## config.mk

```make
export PLATFORM = sky130hd
export DESIGN_NAME = rx_sample_deframer
export DESIGN_NICKNAME = d
export VERILOG_FILES = /design/src/rtl/rx_sample_deframer.sv
export SDC_FILE = /design/constraint.sdc
export NUM_CORES = 1
export LEC_CHECK = 0
export ABC_AREA = 1
export CORE_ASPECT_RATIO = 0.9
export CORE_MARGIN = 3
export CORE_UTILIZATION = 57
export DETAILED_ROUTE_END_ITERATION = 12
export GPL_TIMING_DRIVEN = 0
export PLACE_DENSITY = 0.81
export SETUP_SLACK_MARGIN = 0.2
export SLEW_MARGIN = 20
export SYNTH_ARGS = -nofsm -noshare
export SYNTH_HDL_FRONTEND = slang
export SYNTH_SLANG_ARGS = --single-unit
```

## constraint.sdc

```tcl
create_clock -name clock -period 4.3 [get_ports clock]
set_input_delay 0.86 -clock clock [delete_from_list [all_inputs] [get_ports clock]]
set_output_delay 0.86 -clock clock [all_outputs]
set_load 0.02 [all_outputs]
```

## src/rtl/rx_sample_deframer.sv

```systemverilog
// Reassembles 6-byte marker-framed I/Q samples from a show-ahead FIFO into 24-bit I/Q words.
// Latency: a sample appears one clock after its last byte is popped.
// Backpressure: while a sample waits for out_ready, the final byte of the next sample is not popped.
module rx_sample_deframer #(
  parameter int ERR_W = 16
) (
  input  logic             clock,
  input  logic             reset,
  input  logic [8:0]       fifo_rdata,
  input  logic             fifo_empty,
  output logic             fifo_rdreq,
  input  logic             flush,
  input  logic             sync,
  output logic [23:0]      out_i,
  output logic [23:0]      out_q,
  output logic             out_slot,
  output logic             out_valid,
  input  logic             out_ready,
  output logic [ERR_W-1:0] err_cnt
);

  typedef enum logic [2:0] {HUNT, B1, B2, B3, B4, B5} state_t;

  typedef struct packed {
    logic [23:0] i;
    logic [15:0] q_hi;
  } partial_t;

  state_t   state;
  partial_t part;
  logic     sync_q;
  logic     slot_seq;
  logic     flush_eff;
  logic     hold;
  logic     accept;
  logic     marker;
  logic [7:0] data;

  assign marker    = fifo_rdata[8];
  assign data      = fifo_rdata[7:0];
  // A toggle on sync restarts framing exactly like an explicit flush.
  assign flush_eff = flush | (sync ^ sync_q);
  assign hold      = (state == B5) && out_valid && !out_ready;
  assign fifo_rdreq = !reset && !flush_eff && !fifo_empty && !hold;
  assign accept    = fifo_rdreq;

  always_ff @(posedge clock) begin
    if (reset) begin
      state     <= HUNT;
      part      <= '0;
      sync_q    <= sync;
      slot_seq  <= 1'b0;
      out_i     <= '0;
      out_q     <= '0;
      out_slot  <= 1'b0;
      out_valid <= 1'b0;
      err_cnt   <= '0;
    end else begin
      sync_q <= sync;
      if (out_valid && out_ready)
        out_valid <= 1'b0;

      if (flush_eff) begin
        state    <= HUNT;
        slot_seq <= 1'b0;
      end else if (accept) begin
        if (marker) begin
          // Marker inside a sample: count the error and resynchronise on this byte.
          if (state != HUNT) begin
            if (err_cnt != {ERR_W{1'b1}})
              err_cnt <= err_cnt + 1'b1;
            slot_seq <= 1'b0;
          end
          part.i[23:16] <= data;
          state         <= B1;
        end else begin
          case (state)
            HUNT: state <= HUNT;
            B1: begin
              part.i[15:8] <= data;
              state        <= B2;
            end
            B2: begin
              part.i[7:0] <= data;
              state       <= B3;
            end
            B3: begin
              part.q_hi[15:8] <= data;
              state           <= B4;
            end
            B4: begin
              part.q_hi[7:0] <= data;
              state          <= B5;
            end
            B5: begin
              out_i     <= part.i;
              out_q     <= {part.q_hi, data};
              out_slot  <= sync & slot_seq;
              slot_seq  <= sync & ~slot_seq;
              out_valid <= 1'b1;
              state     <= HUNT;
            end
            default: state <= HUNT;
          endcase
        end
      end
    end
  end

endmodule

```

==> results.yml, run 1 <==
status:
  outcome: "complete, no violations"
floorplan:
  core_area_sq_um: 7770
  dieArea_sq_um: 9340
  ios: 82
  fp.dieW_microns: 102
  num_rows: 30
  die_h_microns: 92.0
  start_util: 0.603
clock_network:
  post-cts-setup-buffer-count: 0
  htree_levels: 3
  clk_path_buf_depth: 2
  clock_latency_ns: 0.38
  cts_buffers: 9
  cts.sinks: 111
  cts-resized-gates: 0
  ctsHoldBuffers: 0
  clkTransAtPathRegs_ns: 0.10
  tritoncts: "yes"
  clockRootBuffer: "clkbuf_8"
timing:
  clock_skew_ns: 0.0166
  setup_tns_ns: 0
  rsz0062_at_grt: "false"
  fmax_mhz: 261
  setup_violations: 0
  tightest_slew_ns: 0.656
  finalCriticalPeriod_ns: 3.84
  final.period_utilization: 0.892
  slew_viol_final: 0
  hold_violations: 0
  relSlewSlack: 0.562
grt:
  grtUsageMet3: 0.0662
  grt_max_degree: 20
  first_global_vias: 4274
  antenna_found_initial: 0
  grt_pass1_wl_mm: 21.1
  met1_usage: 0.417
  grt.overflow.total: 0
  met2_usage: 0.410
  top_usage_layer: "met1"
  grt_use_total: 0.286
final_layout:
  instances_no_fill: 810
  drive_gt1_frac: 0.0742
  layout_commonest_cell: "nand2_1"
  layout_common_cells: "nand2_1 (143), dfxtp_1 (111), a21oi_1 (100)"
  area_growth_pct: 24.7
  final_nets: 725
  final_util: 0.752
  antenna_cells: 0
critical_path:
  worst_ep_required_time_ns: 3.44
  crit_path_max_incr_delay_ns: 0.63
  cp_common_cell: "clkdlybuf4s50_1"
  crit_fanout: 10
  crit_path_end_kind: "primary output"
  crit_slowest_cell: "clkdlybuf4s50_1"
  start_kind: "input pin"
  critPathKind: "input pin to primary output"
  cp.arrival_ns: 2.98
  cp_cell_sequence: "clkdlybuf4s50_1 > inv_1 > nand2_1 > nand4_2 > nor2_2 > buf_2 > buf_4 > clkdlybuf4s50_1"
power:
  vdd_drop_max_mv: 0.171
  p_leak_nw: 2.08
  pwr_density_cell_nw_per_um2: 317
run:
  cap_violations: 0
detailed_routing:
  num_vias: 4727
  viasPerCell: 5.84
  wl_per_cell_microns: 16.3
  wirelength_mm: 13.2
  drtIter0Drc: 438
  firstDrtPassIters: 5
  ant_nets: 0
  drc: 0
placement:
  dp_cells: 794
  globalplace.congestion: 0.927
  io_buffer_count: 80
  dp_hpwl_mm: 9.48
synth:
  synth_top_family_by_area: "simple AND/OR/NAND/NOR gates"
  syn_area_sq_um: 4680
  synthXorXnorAreaFrac: 0.0131
  syn_area_per_cell_sq_um: 7.58
  yosys_warnings: 0
  synth_compound_gate_area_share: 0.113
  synthAdderAreaFrac: 0.00267
  synth_mux_area_frac: 0
  synth.distinct_cells: 25
  postSynthCellCount: 618
  ys_seq_elements: 111
  synth_seq_area_share: 0.474
  synth_fp_nets: 634
  synth_simple_gate_area_share: 0.322
worst_hold_path:
  hp-class: "register to register"
power breakdown:
group / total (W) / internal, W / switching (W)
combinational: 0.0000955 / 0.0000258 / 0.0000696
sequential: 0.00103 / 0.00103 / 0.00000187
clock: 0.000727 / 0.000355 / 0.000372
critical path, delay by kind of cell:
family	cells	cell delay [ns]
AND/OR/NAND/NOR	3	0.40
buffers and inverters	5	1.71
worst paths after layout:
path | start | end | slack [ns] | cells after the start
worst max-delay path | sync | fifo_rdreq | 0.46 | 8
worst min-delay path | out_q[18] | out_q[18] | 0.46 | 2
worst max register to register | err_cnt[0] | err_cnt[14] | 2.20 | 8
worst min register to register | out_q[18] | out_q[18] | 0.46 | 2
synthesized netlist by cell type, drive strengths merged:
library cell / number / area [sq um]
nand2: 143 / 537
nand4: 90 / 584
o21ai: 1 / 5.00
a21oi: 100 / 500
nor2: 46 / 185
ha: 1 / 12.5
nor3: 6 / 40.0
o211ai: 2 / 15.0
clkbuf: 18 / 67.6
buf: 30 / 166
xor2: 7 / 61.3
dfxtp: 111 / 2220
inv: 32 / 120
o21bai: 1 / 7.51
nand3: 30 / 160
registers in the layout, indices dropped and copies added (netlist names):
name / cells
err_cnt: 16
out_i: 24
out_q: 24
out_slot: 1
out_valid: 1
part: 40
slot_seq: 1
state: 3
sync_q: 1
area by class of cell:
cell class / count / area [sq um]
buffer: 48 / 234
clock buffer: 10 / 138
fill: 603 / 1930
inverter: 32 / 120
clock inverter: 6 / 97.6
tap: 96 / 120
sequential: 111 / 2220
multi-input combinational: 427 / 2110
timing repair buffer: 80 / 801
metrics by stage:
stage | total power, W | hold slack, ns | worst slack (ns) | cell area (sq um)
6_report | 0.00185 | 0.465 | 0.463 | 5840
4_1_cts | 0.00186 | 0.468 | 0.474 | 5840
3_5_place_dp | 0.00115 | 0.452 | 0.483 | 5610
5_1_grt | 0.00190 | 0.482 | 0.319 | 5840
2_1_floorplan | 0.00110 | 0.442 | 1.84 | 4680
3_3_place_gp | 0.00115 | 0.448 | 0.502 | 5610
logic make-up after synthesis:
family | count (synthesis)
xor+xnor | 7
buf+inv | 80
compound gates | 104
flops | 111
fa+ha+maj | 1
simple gates | 315
layer usage:
metal	wire, microns	up-vias
li1	-	2306
met1	5900	2156
met2	5720	233
met3	1240	32
met4	302	0
met5	0	-
(Power assumes the default switching activity.)
==> run 2: changes to the inputs <==
Settings changed: CORE_MARGIN 3 to 4.
==> run 2 against run 1 <==
  * Non-clock buffer count unchanged
  * Critical path type unchanged
  * Via count shrank 0.15%
  * Critical endpoint unchanged
  * Fmax increased by 0.16%
  * Total power shrank 7.4%
  * Count of clock-buffer cells in the layout stayed put
==> results.yml, run 2 (synthesized netlist as in run 1, its figures left out) <==
final_layout:
  drive_gt1_frac: 0.0728
  largestRegisters: "part (40), out_i (24), out_q (24)"
  antenna_cells: 0
  instances_no_fill: 813
  layout_commonest_cell: "nand2_1"
  final_nets: 725
  layout_common_cells: "nand2_1 (143), dfxtp_1 (111), a21oi_1 (100)"
  largest_reg_flops: 40
  regMostFlops: "part"
  area_growth_pct: 23.6
  final_cell_area_sq_um: 5790
status:
  outcome: "complete, no violations"
floorplan:
  start_util: 0.583
  die_h_microns: 94.0
  core_area_sq_um: 8030
  num_rows: 31
  ios: 82
  dieArea_sq_um: 9740
  fp.dieW_microns: 104
detailed_routing:
  wl_met1_mm: 5.69
  drc: 0
  dr_wl_met2_mm: 5.86
  wl_per_cell_microns: 15.6
  wirelength_mm: 12.7
  num_vias: 4720
  ant_nets: 0
  viasPerCell: 5.81
  highest_layer: "met4"
  drtIter0Drc: 292
  wl_met3_microns: 957
  firstDrtPassIters: 5
timing:
  finalCriticalPeriod_ns: 3.83
  slew_viol_final: 0
  clock_skew_ns: 0.0142
  tightest_slew_ns: 0.661
  fmax_mhz: 261
  setup_violations: 0
  relSlewSlack: 0.560
  hold_violations: 0
  final.period_utilization: 0.891
  setup_tns_ns: 0
  rsz0062_at_grt: "false"
grt:
  grt_pass1_wl_mm: 21.2
  grt_max_degree: 20
  antenna_found_initial: 0
  grt_use_total: 0.266
  grt.overflow.total: 0
  first_global_vias: 4387
placement:
  io_buffer_count: 80
  placed_area_sq_um: 5610
  dp_hpwl_mm: 9.30
  dp_cells: 797
  globalplace.congestion: 0.940
clock_network:
  post-cts-setup-buffer-count: 0
  cts-resized-gates: 0
  clock_latency_ns: 0.37
  htree_levels: 3
  tritoncts: "yes"
  cts_buffers: 9
  ctsHoldBuffers: 0
  clockRootBuffer: "clkbuf_8"
  clkTransAtPathRegs_ns: 0.11
  clk_path_buf_depth: 2
  cts.sinks: 111
power:
  vdd_drop_max_mv: 0.186
  p_leak_nw: 2.06
  pwr_density_cell_nw_per_um2: 296
critical_path:
  crit_path_end_kind: "primary output"
  crit_fanout: 10
  start_kind: "input pin"
  cp.arrival_ns: 2.97
  critPathKind: "input pin to primary output"
  worst_ep_required_time_ns: 3.44
worst_hold_path:
  hp-class: "register to register"
run:
  cap_violations: 0
## run 2: routing by layer
| layer | GRT usage | up-vias |
|---|---|---|
| li1 | - | 2306 |
| met1 | 0.354 | 2210 |
| met2 | 0.435 | 186 |
| met3 | 0.0632 | 18 |
| met4 | 0.0753 | 0 |
| met5 | 0 | - |
## run 2: cell type report
type	count	area, sq um
clock inverters	6	51.3
inverters	32	120
plain buffers	48	234
clock buffers	10	128
repair buffers	80	801
well taps	99	124
flip-flops and latches	111	2220
multi-input cells	427	2110
fillers	675	2240
## run 2: critical path: stages
cell	delay, ns
clkdlybuf4s50_1	0.53
inv_1	0.07
nand2_1	0.09
nand4_2	0.15
nor2_2	0.18
buf_2	0.25
buf_4	0.22
clkdlybuf4s50_1	0.62
## run 2: power breakdown
group | switching, W | total (W) | internal, W
Sequential | 0.00000175 | 0.00103 | 0.00103
Clock | 0.000370 | 0.000591 | 0.000221
Combinational | 0.0000681 | 0.0000939 | 0.0000258
## run 2: worst paths after layout
check / startpoint / end / slack (ns) / cells after the start
worst max-delay path: sync / fifo_rdreq / 0.47 / 8
worst min-delay path: out_i[0] / out_i[0] / 0.46 / 2
worst max register to register: err_cnt[0] / err_cnt[15] / 2.39 / 8
worst min register to register: out_i[0] / out_i[0] / 0.46 / 2
## run 2: through the flow
stage	utilization	hold slack [ns]	setup WS (ns)	total power, W
floorplan	-	0.442	1.84	0.00110
global placement	0.699	0.447	0.494	0.00114
detailed placement	0.699	0.452	0.510	0.00115
CTS	0.721	0.468	0.499	0.00172
global route	0.721	0.482	0.334	0.00177
finish	0.721	0.465	0.469	0.00172
==> run 3: changes to the inputs <==
Settings changed: PLACE_DENSITY 0.81 to unset, PLACE_DENSITY_LB_ADDON set to 0.08.
==> run 3 against run 2 <==
  * Combinational power shrank 1%
  * Worst setup slack gained 0.0015 ns
  * Hold slack is essentially flat
  * Sequential power is essentially flat
  * Global-route usage grew 0.45 points
  * Sequential share of layout area is essentially flat
  * Non-clock buffer count is the same
  * Fmax is essentially flat
  * Count of clock-buffer cells in the layout is the same
  * Clock skew shrank 0.0035 ns
  * Via count grew 0.19%
  * Die area is the same
  * Critical path type unchanged
  * Highest routed layer unchanged
==> results.yml, run 3 (synthesized netlist as in run 1, its figures left out) <==
floorplan:
  dieArea_sq_um: 9740
  ios: 82
  fp.dieW_microns: 104
  start_util: 0.583
  core_area_sq_um: 8030
  num_rows: 31
  die_h_microns: 94.0
critical_path:
  crit_fanout: 10
  critPathKind: "input pin to primary output"
  worst_ep_required_time_ns: 3.44
  cp.depth: 8
  cp.arrival_ns: 2.97
  critPathBufInv: 5
  crit_path_max_incr_delay_ns: 0.62
  crit_slowest_cell: "clkdlybuf4s50_1"
  start_kind: "input pin"
  r2r_setup_slack_ns: 2.34
  cp_common_cell: "clkdlybuf4s50_1"
  cp_cell_sequence: "clkdlybuf4s50_1 > inv_1 > nand2_1 > nand4_2 > nor2_2 > buf_2 > buf_4 > clkdlybuf4s50_1"
  crit_path_end_kind: "primary output"
  ff2ff_path_depth: 8
  crit_family: "buffers and inverters"
detailed_routing:
  wirelength_mm: 12.9
  wl_per_cell_microns: 15.9
  wl_met3_mm: 1.07
  highest_layer: "met4"
  ant_nets: 0
  dr_wl_met2_mm: 5.86
  drtIter0Drc: 459
  viasPerCell: 5.82
  num_vias: 4729
  wl_met1_mm: 5.74
  drc: 0
  firstDrtPassIters: 6
timing:
  relSlewSlack: 0.551
  clock_skew_ns: 0.0107
  setup_violations: 0
  slew_viol_final: 0
  rsz0062_at_grt: "false"
  final.period_utilization: 0.891
  finalCriticalPeriod_ns: 3.83
  hold_violations: 0
  setup_tns_ns: 0
  tightest_slew_ns: 0.670
  fmax_mhz: 261
final_layout:
  layout_commonest_cell: "nand2_1"
  nFillCells: 670
  instances_no_fill: 812
  regMostFlops: "part"
  final_nets: 725
  layout_common_cells: "nand2_1 (143), dfxtp_1 (111), a21oi_1 (100)"
  drive_gt1_frac: 0.0715
  largest_reg_flops: 40
  largestRegisters: "part (40), out_i (24), out_q (24)"
  antenna_cells: 0
  area_growth_pct: 23.4
placement:
  io_buffer_count: 80
  globalplace.congestion: 0.917
  dp_hpwl_mm: 9.51
  dp_cells: 797
power:
  pwr_density_cell_nw_per_um2: 294
  p_total_w: 0.00170
  vdd_drop_max_mv: 0.178
  p_leak_nw: 2.05
clock_network:
  clkTransAtPathRegs_ns: 0.10
  cts.sinks: 111
  cts_buffers: 9
  clockRootBuffer: "clkbuf_8"
  post-cts-setup-buffer-count: 0
  clk_path_buf_depth: 2
  cts-resized-gates: 0
  htree_levels: 3
  clock_latency_ns: 0.37
  tritoncts: "yes"
  ctsHoldBuffers: 0
grt:
  first_global_vias: 4508
  grt_max_degree: 19
  antenna_found_initial: 0
  grt.overflow.total: 0
  grt_use_total: 0.270
  grt_pass1_wl_mm: 21.5
status:
  outcome: "complete, no violations"
worst_hold_path:
  whs_path_depth: 2
  hp-class: "register to register"
run:
  cap_violations: 0
-- run 3: cell types whose count changed in the layout (fill, tap and decap cells not counted) --
cell      delta
clkinv_2     -1
clkinv_4     +1
inv_8        -1
-- run 3: worst paths after layout --
| check | from | endpoint |
|---|---|---|
| min | out_q[21] | out_q[21] |
| max | sync | fifo_rdreq |
| max reg2reg | err_cnt[0] | err_cnt[14] |
| min reg2reg | out_q[21] | out_q[21] |
-- run 3: final cells by class --
class	count	area [sq um]	area share
sequential	111	2220	0.384
multi-input combinational	427	2110	0.365
timing repair buffer	80	801	0.139
buffer	48	234	0.0405
clock buffer	10	128	0.0221
tap	99	124	0.0214
inverter	32	120	0.0208
clock inverter	5	43.8	0.00758
-- run 3: metrics by stage --
stage          setup WS (ns)  utilization  hold WS (ns)  instance area [sq um]
5_1_grt                0.319        0.720         0.482                   5780
3_3_place_gp           0.542        0.699         0.448                   5610
2_1_floorplan           1.84            -         0.442                   4680
6_report               0.471        0.720         0.465                   5780
4_1_cts                0.491        0.720         0.466                   5780
3_5_place_dp           0.494        0.699         0.452                   5610
-- run 3: routing by layer --
metal / track usage / vias up
li1: - / 2305
met1: 0.356 / 2179
met2: 0.442 / 215
met3: 0.0598 / 30
met4: 0.0941 / 0
met5: 0 / -
-- run 3: power by group --
part | leakage (nW) | total [W] | internal (W) | switching [W]
combinational | 1.07 | 0.0000927 | 0.0000258 | 0.0000668
sequential | 0.894 | 0.00103 | 0.00103 | 0.00000183
clock | 0.0873 | 0.000575 | 0.000216 | 0.000359
-- run 3: worst reg2reg max path: stages, from the launching register on --
cell,delay (ns)
dfxtp_1,0.41
ha_1,0.23
nand3_1,0.09
nor2_1,0.31
nand4_1,0.38
inv_1,0.17
nor2_1,0.08
a21oi_1,0.15
nor2_1,0.06
